**src/rtl/alu_pkg.sv**
```systemverilog
// Shared types and constants for the 8086 ALU sequencer and its combinational ALU.
package alu_pkg;

    localparam int unsigned WORD_W  = 16;
    localparam int unsigned BYTE_W  = 8;
    localparam int unsigned FLAGS_W = 12;
    localparam int unsigned REG_W   = 3;
    localparam int unsigned MODE_W  = 3;

    localparam logic [MODE_W-1:0] ALU_ADD = 3'd0;
    localparam logic [MODE_W-1:0] ALU_OR  = 3'd1;
    localparam logic [MODE_W-1:0] ALU_ADC = 3'd2;
    localparam logic [MODE_W-1:0] ALU_SBB = 3'd3;
    localparam logic [MODE_W-1:0] ALU_AND = 3'd4;
    localparam logic [MODE_W-1:0] ALU_SUB = 3'd5;
    localparam logic [MODE_W-1:0] ALU_XOR = 3'd6;
    localparam logic [MODE_W-1:0] ALU_CMP = 3'd7;

    localparam int unsigned FLAG_C = 0;
    localparam int unsigned FLAG_P = 2;
    localparam int unsigned FLAG_A = 4;
    localparam int unsigned FLAG_Z = 6;
    localparam int unsigned FLAG_S = 7;
    localparam int unsigned FLAG_T = 8;
    localparam int unsigned FLAG_I = 9;
    localparam int unsigned FLAG_D = 10;
    localparam int unsigned FLAG_O = 11;

    localparam logic [FLAGS_W-1:0] FLAGS_RESET = 12'h002;

    typedef enum logic [2:0] {
        ST_OPC,
        ST_MODRM,
        ST_IMM_LO,
        ST_IMM_HI,
        ST_EXEC
    } state_e;

    // Per-instruction decode latched at opcode accept.
    typedef struct packed {
        logic [MODE_W-1:0] mode;
        logic              word;
        logic              dir;
        logic              use_imm;
        logic              grp;
        logic              imm16;
        logic              sext;
    } decode_t;

    // Byte register r lives in word register r&3; word registers map directly.
    function automatic logic [REG_W-1:0] word_index(input logic [REG_W-1:0] r, input logic word);
        return word ? r : {1'b0, r[1:0]};
    endfunction

endpackage

```
**src/rtl/alu.sv**
```systemverilog
// Combinational 8/16-bit integer ALU: eight arithmetic/logic modes producing result and FLAGS.
module alu
    import alu_pkg::*;
(
    input  logic [MODE_W-1:0]  mode_i,
    input  logic               word_i,
    input  logic [WORD_W-1:0]  op1_i,
    input  logic [WORD_W-1:0]  op2_i,
    input  logic [FLAGS_W-1:0] flags_i,
    output logic [WORD_W-1:0]  res_o,
    output logic [FLAGS_W-1:0] flags_o
);

    localparam int unsigned WIDE_W = WORD_W + 1;

    logic              cin;
    logic              arith;
    logic              is_sub;
    logic [WIDE_W-1:0] wide;
    logic              sign_a;
    logic              sign_b;
    logic              sign_r;
    logic              carry;
    logic              aux;
    logic              ovf;
    logic              zero;

    // Byte operands arrive zero-extended, so bit 8 of the wide result is the byte carry/borrow.
    always_comb begin
        cin    = flags_i[FLAG_C];
        arith  = 1'b1;
        is_sub = 1'b0;
        wide   = '0;
        case (mode_i)
            ALU_ADD: wide = {1'b0, op1_i} + {1'b0, op2_i};
            ALU_ADC: wide = {1'b0, op1_i} + {1'b0, op2_i} + WIDE_W'(cin);
            ALU_SBB: begin
                is_sub = 1'b1;
                wide   = {1'b0, op1_i} - {1'b0, op2_i} - WIDE_W'(cin);
            end
            ALU_SUB, ALU_CMP: begin
                is_sub = 1'b1;
                wide   = {1'b0, op1_i} - {1'b0, op2_i};
            end
            ALU_OR: begin
                arith = 1'b0;
                wide  = {1'b0, op1_i | op2_i};
            end
            ALU_AND: begin
                arith = 1'b0;
                wide  = {1'b0, op1_i & op2_i};
            end
            default: begin
                arith = 1'b0;
                wide  = {1'b0, op1_i ^ op2_i};
            end
        endcase

        sign_a = word_i ? op1_i[WORD_W-1] : op1_i[BYTE_W-1];
        sign_b = word_i ? op2_i[WORD_W-1] : op2_i[BYTE_W-1];
        sign_r = word_i ? wide[WORD_W-1]  : wide[BYTE_W-1];
        carry  = word_i ? wide[WORD_W]    : wide[BYTE_W];
        aux    = op1_i[4] ^ op2_i[4] ^ wide[4];
        ovf    = is_sub ? ((sign_a != sign_b) && (sign_r != sign_a))
                        : ((sign_a == sign_b) && (sign_r != sign_a));
        zero   = word_i ? (wide[WORD_W-1:0] == '0) : (wide[BYTE_W-1:0] == '0);

        res_o           = wide[WORD_W-1:0];
        flags_o         = flags_i;
        flags_o[FLAG_C] = arith & carry;
        flags_o[FLAG_P] = ~^wide[BYTE_W-1:0];
        flags_o[FLAG_A] = arith & aux;
        flags_o[FLAG_Z] = zero;
        flags_o[FLAG_S] = sign_r;
        flags_o[FLAG_O] = arith & ovf;
    end

endmodule

```
**src/rtl/alu_dispatch.sv**
```systemverilog
// Byte-stream sequencer for register/immediate ALU instructions: decodes, reads the
// register file, drives the ALU, writes back byte-merged results and owns FLAGS.
module alu_dispatch
    import alu_pkg::*;
(
    input  logic               clock,
    input  logic               reset,
    input  logic [BYTE_W-1:0]  in_data,
    input  logic               in_valid,
    output logic               in_ready,
    output logic [REG_W-1:0]   rf_addr_a,
    input  logic [WORD_W-1:0]  rf_data_a,
    output logic [REG_W-1:0]   rf_addr_b,
    input  logic [WORD_W-1:0]  rf_data_b,
    output logic               rf_we,
    output logic [REG_W-1:0]   rf_waddr,
    output logic [WORD_W-1:0]  rf_wdata,
    output logic [FLAGS_W-1:0] flags,
    output logic               done,
    output logic               bad
);

    state_e              state_q;
    decode_t             dec_q;
    logic [REG_W-1:0]    addr_a_q;
    logic [REG_W-1:0]    addr_b_q;
    logic                dst_hi_q;
    logic                src_hi_q;
    logic [WORD_W-1:0]   imm_q;
    logic [FLAGS_W-1:0]  flags_q;
    logic                bad_q;

    logic                xfer;
    decode_t             opc_dec;
    logic                opc_ok;
    state_e              opc_next;
    logic                mod_ok;
    logic [REG_W-1:0]    m_reg;
    logic [REG_W-1:0]    m_rm;
    logic [REG_W-1:0]    dst_sel;
    logic [REG_W-1:0]    src_sel;
    logic [BYTE_W-1:0]   imm_ext;

    logic [WORD_W-1:0]   alu_op1;
    logic [WORD_W-1:0]   alu_op2;
    logic [WORD_W-1:0]   alu_res;
    logic [FLAGS_W-1:0]  flags_d;

    assign xfer = in_valid & in_ready;

    // Opcode classification for the byte currently on in_data.
    always_comb begin
        opc_dec  = '0;
        opc_ok   = 1'b0;
        opc_next = ST_OPC;
        if ((in_data[7:6] == 2'b00) && (in_data[2:0] <= 3'd5)) begin
            opc_ok       = 1'b1;
            opc_dec.mode = in_data[5:3];
            opc_dec.word = in_data[0];
            opc_dec.dir  = in_data[1];
            if (in_data[2]) begin
                opc_dec.use_imm = 1'b1;
                opc_dec.imm16   = in_data[0];
                opc_next        = ST_IMM_LO;
            end else begin
                opc_next = ST_MODRM;
            end
        end else if ((in_data == 8'h80) || (in_data == 8'h81) || (in_data == 8'h83)) begin
            opc_ok          = 1'b1;
            opc_dec.grp     = 1'b1;
            opc_dec.use_imm = 1'b1;
            opc_dec.word    = in_data[0];
            opc_dec.imm16   = (in_data == 8'h81);
            opc_dec.sext    = (in_data == 8'h83);
            opc_next        = ST_MODRM;
        end
    end

    // ModRM field split and d-bit operand routing.
    always_comb begin
        mod_ok  = (in_data[7:6] == 2'b11);
        m_reg   = in_data[5:3];
        m_rm    = in_data[2:0];
        dst_sel = dec_q.dir ? m_reg : m_rm;
        src_sel = dec_q.dir ? m_rm  : m_reg;
        imm_ext = dec_q.sext ? {BYTE_W{in_data[BYTE_W-1]}} : '0;
    end

    always_ff @(posedge clock or posedge reset) begin
        if (reset) begin
            state_q  <= ST_OPC;
            dec_q    <= '0;
            addr_a_q <= '0;
            addr_b_q <= '0;
            dst_hi_q <= 1'b0;
            src_hi_q <= 1'b0;
            imm_q    <= '0;
            flags_q  <= FLAGS_RESET;
            bad_q    <= 1'b0;
        end else begin
            bad_q <= 1'b0;
            case (state_q)
                ST_OPC: begin
                    // Cleared addresses double as the AL/AX destination of the 04h/05h forms.
                    if (xfer) begin
                        if (opc_ok) begin
                            dec_q    <= opc_dec;
                            state_q  <= opc_next;
                            addr_a_q <= '0;
                            addr_b_q <= '0;
                            dst_hi_q <= 1'b0;
                            src_hi_q <= 1'b0;
                            imm_q    <= '0;
                        end else begin
                            bad_q <= 1'b1;
                        end
                    end
                end
                ST_MODRM: begin
                    if (xfer) begin
                        if (!mod_ok) begin
                            bad_q   <= 1'b1;
                            state_q <= ST_OPC;
                        end else if (dec_q.grp) begin
                            dec_q.mode <= m_reg;
                            addr_a_q   <= word_index(m_rm, dec_q.word);
                            dst_hi_q   <= m_rm[2] & ~dec_q.word;
                            state_q    <= ST_IMM_LO;
                        end else begin
                            addr_a_q <= word_index(dst_sel, dec_q.word);
                            addr_b_q <= word_index(src_sel, dec_q.word);
                            dst_hi_q <= dst_sel[2] & ~dec_q.word;
                            src_hi_q <= src_sel[2] & ~dec_q.word;
                            state_q  <= ST_EXEC;
                        end
                    end
                end
                ST_IMM_LO: begin
                    if (xfer) begin
                        imm_q   <= {imm_ext, in_data};
                        state_q <= dec_q.imm16 ? ST_IMM_HI : ST_EXEC;
                    end
                end
                ST_IMM_HI: begin
                    if (xfer) begin
                        imm_q[WORD_W-1:BYTE_W] <= in_data;
                        state_q                <= ST_EXEC;
                    end
                end
                ST_EXEC: begin
                    flags_q <= flags_d;
                    state_q <= ST_OPC;
                end
                default: state_q <= ST_OPC;
            endcase
        end
    end

    // Lane selection into the ALU and byte merge on the way back.
    always_comb begin
        if (dec_q.word) begin
            alu_op1 = rf_data_a;
        end else begin
            alu_op1 = {{BYTE_W{1'b0}}, dst_hi_q ? rf_data_a[WORD_W-1:BYTE_W] : rf_data_a[BYTE_W-1:0]};
        end

        if (dec_q.use_imm) begin
            alu_op2 = dec_q.word ? imm_q : {{BYTE_W{1'b0}}, imm_q[BYTE_W-1:0]};
        end else if (dec_q.word) begin
            alu_op2 = rf_data_b;
        end else begin
            alu_op2 = {{BYTE_W{1'b0}}, src_hi_q ? rf_data_b[WORD_W-1:BYTE_W] : rf_data_b[BYTE_W-1:0]};
        end

        if (dec_q.word) begin
            rf_wdata = alu_res;
        end else if (dst_hi_q) begin
            rf_wdata = {alu_res[BYTE_W-1:0], rf_data_a[BYTE_W-1:0]};
        end else begin
            rf_wdata = {rf_data_a[WORD_W-1:BYTE_W], alu_res[BYTE_W-1:0]};
        end
    end

    alu u_alu (
        .mode_i  (dec_q.mode),
        .word_i  (dec_q.word),
        .op1_i   (alu_op1),
        .op2_i   (alu_op2),
        .flags_i (flags_q),
        .res_o   (alu_res),
        .flags_o (flags_d)
    );

    assign in_ready  = (state_q != ST_EXEC);
    assign done      = (state_q == ST_EXEC);
    assign rf_we     = done && (dec_q.mode != ALU_CMP);
    assign rf_waddr  = addr_a_q;
    assign rf_addr_a = addr_a_q;
    assign rf_addr_b = addr_b_q;
    assign flags     = flags_q;
    assign bad       = bad_q;

endmodule

```
**config.mk**
```make
export PLATFORM = sky130hd
export DESIGN_NAME = alu_dispatch
export DESIGN_NICKNAME = d
export VERILOG_FILES = /design/src/rtl/alu_pkg.sv /design/src/rtl/alu.sv /design/src/rtl/alu_dispatch.sv
export SDC_FILE = /design/constraint.sdc
export NUM_CORES = 1
export LEC_CHECK = 0
export BUFFER_PORTS_ARGS = -buffer_cell sky130_fd_sc_hd__buf_2
export CAP_MARGIN = 30
export CORE_ASPECT_RATIO = 0.5
export CORE_MARGIN = 2
export CORE_UTILIZATION = 55
export CTS_BUF_LIST = sky130_fd_sc_hd__clkbuf_16
export DETAILED_ROUTE_END_ITERATION = 8
export GPL_TIMING_DRIVEN = 0
export PLACE_DENSITY = 0.76
export SYNTH_ARGS = -nofsm -noshare
export SYNTH_HDL_FRONTEND = slang
export SYNTH_SLANG_ARGS = --single-unit
```
**constraint.sdc**
```tcl
create_clock -name clock -period 5.4 [get_ports clock]
set_input_delay 1.08 -clock clock [delete_from_list [all_inputs] [get_ports clock]]
set_output_delay 1.08 -clock clock [all_outputs]
set_load 0.01 [all_outputs]
```
==> results.sh <==
export IMPL_overflow=0
export IMPL_synth_top_area_cell="dfrtp_1"
export IMPL_worstPathCellList="buf_2, mux2i_1, o21a_2, ha_4, nand2b_1, a2111o_1, a2111oi_4, buf_4, nor4_4, o21a_1, o211ai_1, nor3_2, xor2_1, o211a_1, or2_4, o21ai_1, buf_2"
export IMPL_fin_worst_skew_ps=5.40
export IMPL_port_buffers=75
export IMPL_critical_path_required_ps=4320
export IMPL_setup_violations=8
export IMPL_path_class="in -> out"
export IMPL_final_nets=1186
export IMPL_drt_iter0_markers=1048
export IMPL_gr_usage_all_layers=0.405
export IMPL_ys_ff_latch=43
export IMPL_crit_fanout=3
export IMPL_max_stage_delay_ps=520
export IMPL_synth_common_cells="116 x nand2_1, 74 x o21ai_0, 71 x nor2_1"
export IMPL_route_detailed_drc=0
export IMPL_grt_max_degree=44
export IMPL_cts_tree="yes"
export IMPL_synth_enable_flop_cells=0
export IMPL_ys_seq_area_frac=0.159
export IMPL_relSlewSlack=0.307
export IMPL_cap_violations=0
export IMPL_numCtsBuffers=5
export IMPL_clock_latency_ps=290
export IMPL_core_um2=11900
export IMPL_synth_most_common_cell="nand2_1"
export IMPL_ir_worst_vdd_mv=0.291
export IMPL_finalPower_uw=3960
export IMPL_grt_pass1_wl_mm=41.2
export IMPL_synth_area_leaders="dfrtp_1 16%, ha_1 11%, nand2_1 6.4%, o21ai_0 5.5%, a21oi_1 4.7%"
export IMPL_synth_top_area_frac=0.159
export IMPL_clock_fmax_ghz=0.177
export IMPL_wl_per_cell_um=22.1
export IMPL_fp_row_count=28
export IMPL_cts_path_max_buffers=2
export IMPL_arrival_ps=4570
export IMPL_synth_cell_area_um2=6770
export IMPL_p_leak_uw=0.00379
export IMPL_worst_setup_path_end_kind="output pin"
export IMPL_cts_sinks=43
export IMPL_vias=8270
export IMPL_root_buffer="clkbuf_16"
export IMPL_rsz0062_at_grt="true"
export IMPL_fp_dieH_um=82.4
export IMPL_layout_setup_ws_ps=-251
export IMPL_n_antenna_cell=0
export IMPL_yosysWarnings=0
export IMPL_die_x_um=161
export IMPL_slew_violations=0
export IMPL_fin_setup_tns_ps=-1160
export IMPL_ys_flop_type="dfrtp_1"
export IMPL_syn_to_final_growth_pct=32.9
export IMPL_critPathBufInv=3
export IMPL_grt_pass1_vias=7587
export IMPL_worst_pin_slew_ps=1030
export IMPL_synth_cell_types=90
export IMPL_min_path_type="reg -> reg"
export IMPL_dr_pass1_iters=6
export IMPL_power_density_nw_per_um2=440
export IMPL_clk_pin_slew_ps=60
export IMPL_cts_hold_buffers_added=0
export IMPL_crit_slowest_cell="a2111o_1"
export IMPL_critPathTopFamily="compound AO/OA/AOI/OAI gates"
export IMPL_syn_area_per_cell_um2=7.16
export IMPL_vias_per_cell=6.62
export IMPL_antenna_found_initial=1
export IMPL_async_flop_share=1.00
export IMPL_dieArea_um2=13300
export IMPL_violations="negative setup slack"
export IMPL_min_period_over_period=1.05
export IMPL_final_layout_size_suffix_gt1_frac=0.312
export IMPL_fin_crit_ps=5650
export IMPL_final_antenna_net_count=0
export IMPL_worst_setup_path_start_kind="input pin"
export IMPL_hpwlAfterDp_mm=20.2
export IMPL_hold_violations=0
export IMPL_routabilityCongestion=1.03
export IMPL_htree_levels=2
export IMPL_status="finished, violations left"
export IMPL_io_pins=84
export IMPL_start_util=0.568
export IMPL_wl_mm=27.6
export IMPL_timing_hold_ws_ps=476
export IMPL_crit_top_cell="buf_2"
export IMPL_synth_cells=945
## cell usage in the layout (no fill, tap or decap), types with 10 or more instances in the layout
cell type,instances
dfrtp_1,41
o21ai_0,62
a21o_1,11
o211ai_1,13
buf_4,63
nor2b_1,11
ha_1,43
xnor2_1,22
clkbuf_1,23
nor3_1,15
xor2_1,12
buf_6,13
buf_2,73
nor2_1,64
nor3_2,10
nand2_1,109
mux2i_1,22
inv_1,62
a21oi_1,56
nand3_1,23
and2_1,16
ha_4,11
nand2b_1,13
## state kept, by name, indices dropped and copies added (netlist names)
register	count
bad	1
dec_q	9
dst_hi_q	1
flags	6
imm_q	16
rf_addr_a	3
rf_addr_b	3
src_hi_q	1
state_q	3
## through the flow
step                worst slack (ps)  cells   util  cell area, µm²
detailed placement             -1240   1189  0.618            7370
floorplan                       29.4    949      -            6790
CTS                             -222   1230  0.715            8520
global route                    -340   1250  0.755            8990
global placement               -1200   1189  0.618            7370
finish                          -251   1250  0.755            8990
## routing by layer
layer / part of all wire / vias up / global-route usage
li1: - / 3649 / -
met4: 0.041 / 2 / 0.158
met2: 0.42 / 601 / 0.637
met3: 0.15 / 122 / 0.131
met1: 0.39 / 3896 / 0.523
met5: 0.00054 / - / 0
## power breakdown
group          total [µW]  switching (µW)  leakage, µW  internal, µW
Combinational        3250            1930      0.00314          1320
Sequential            421            44.9     0.000576           376
Clock                 293             124    0.0000710           169
## tightest hold or removal path, stage by stage (launching register included)
cell and delay, ps:
dfrtp_1 340, nand2_1 50, o41ai_1 50
## kinds of logic after synthesis
| logic type | synth area share |
|---|---|
| AO/OA/AOI/OAI | 0.287 |
| XOR/XNOR | 0.0633 |
| adder cells (fa/ha/maj) | 0.111 |
| buffers and inverters | 0.0799 |
| flip-flops | 0.159 |
| multiplexers | 0.0512 |
| other | 0.00111 |
| AND/OR/NAND/NOR | 0.247 |
## path summary, 6_finish.rpt
check                                  start           end  cells past startpoint  slack [ps]
worst max register to register      dec_q[5]     flags[11]                     21         600
max in group asynchronous              reset      dec_q[3]                      2        3760
min in group asynchronous              reset      imm_q[7]                      2         990
worst min-delay path            rf_addr_b[2]  rf_addr_b[2]                      2         480
worst min register to register  rf_addr_b[2]  rf_addr_b[2]                      2         480
worst max-delay path            rf_data_b[9]  rf_wdata[15]                     17        -250
## final cells by class
type / instances / area (µm²)
repair buffers: 131 / 837
well taps: 165 / 206
fillers: 900 / 2920
flip-flops and latches: 43 / 1080
inverters: 69 / 264
multi-input cells: 778 / 6120
clock inverters: 3 / 16.3
plain buffers: 56 / 344
clock buffers: 5 / 125
## repair_timing
action	in CTS	in global routing
endpoints found under the setup margin	18	13
pin swaps	58	58
gates resized for setup	168	73
buffers inserted	35	21
Power figures use the tool's default switching activity.
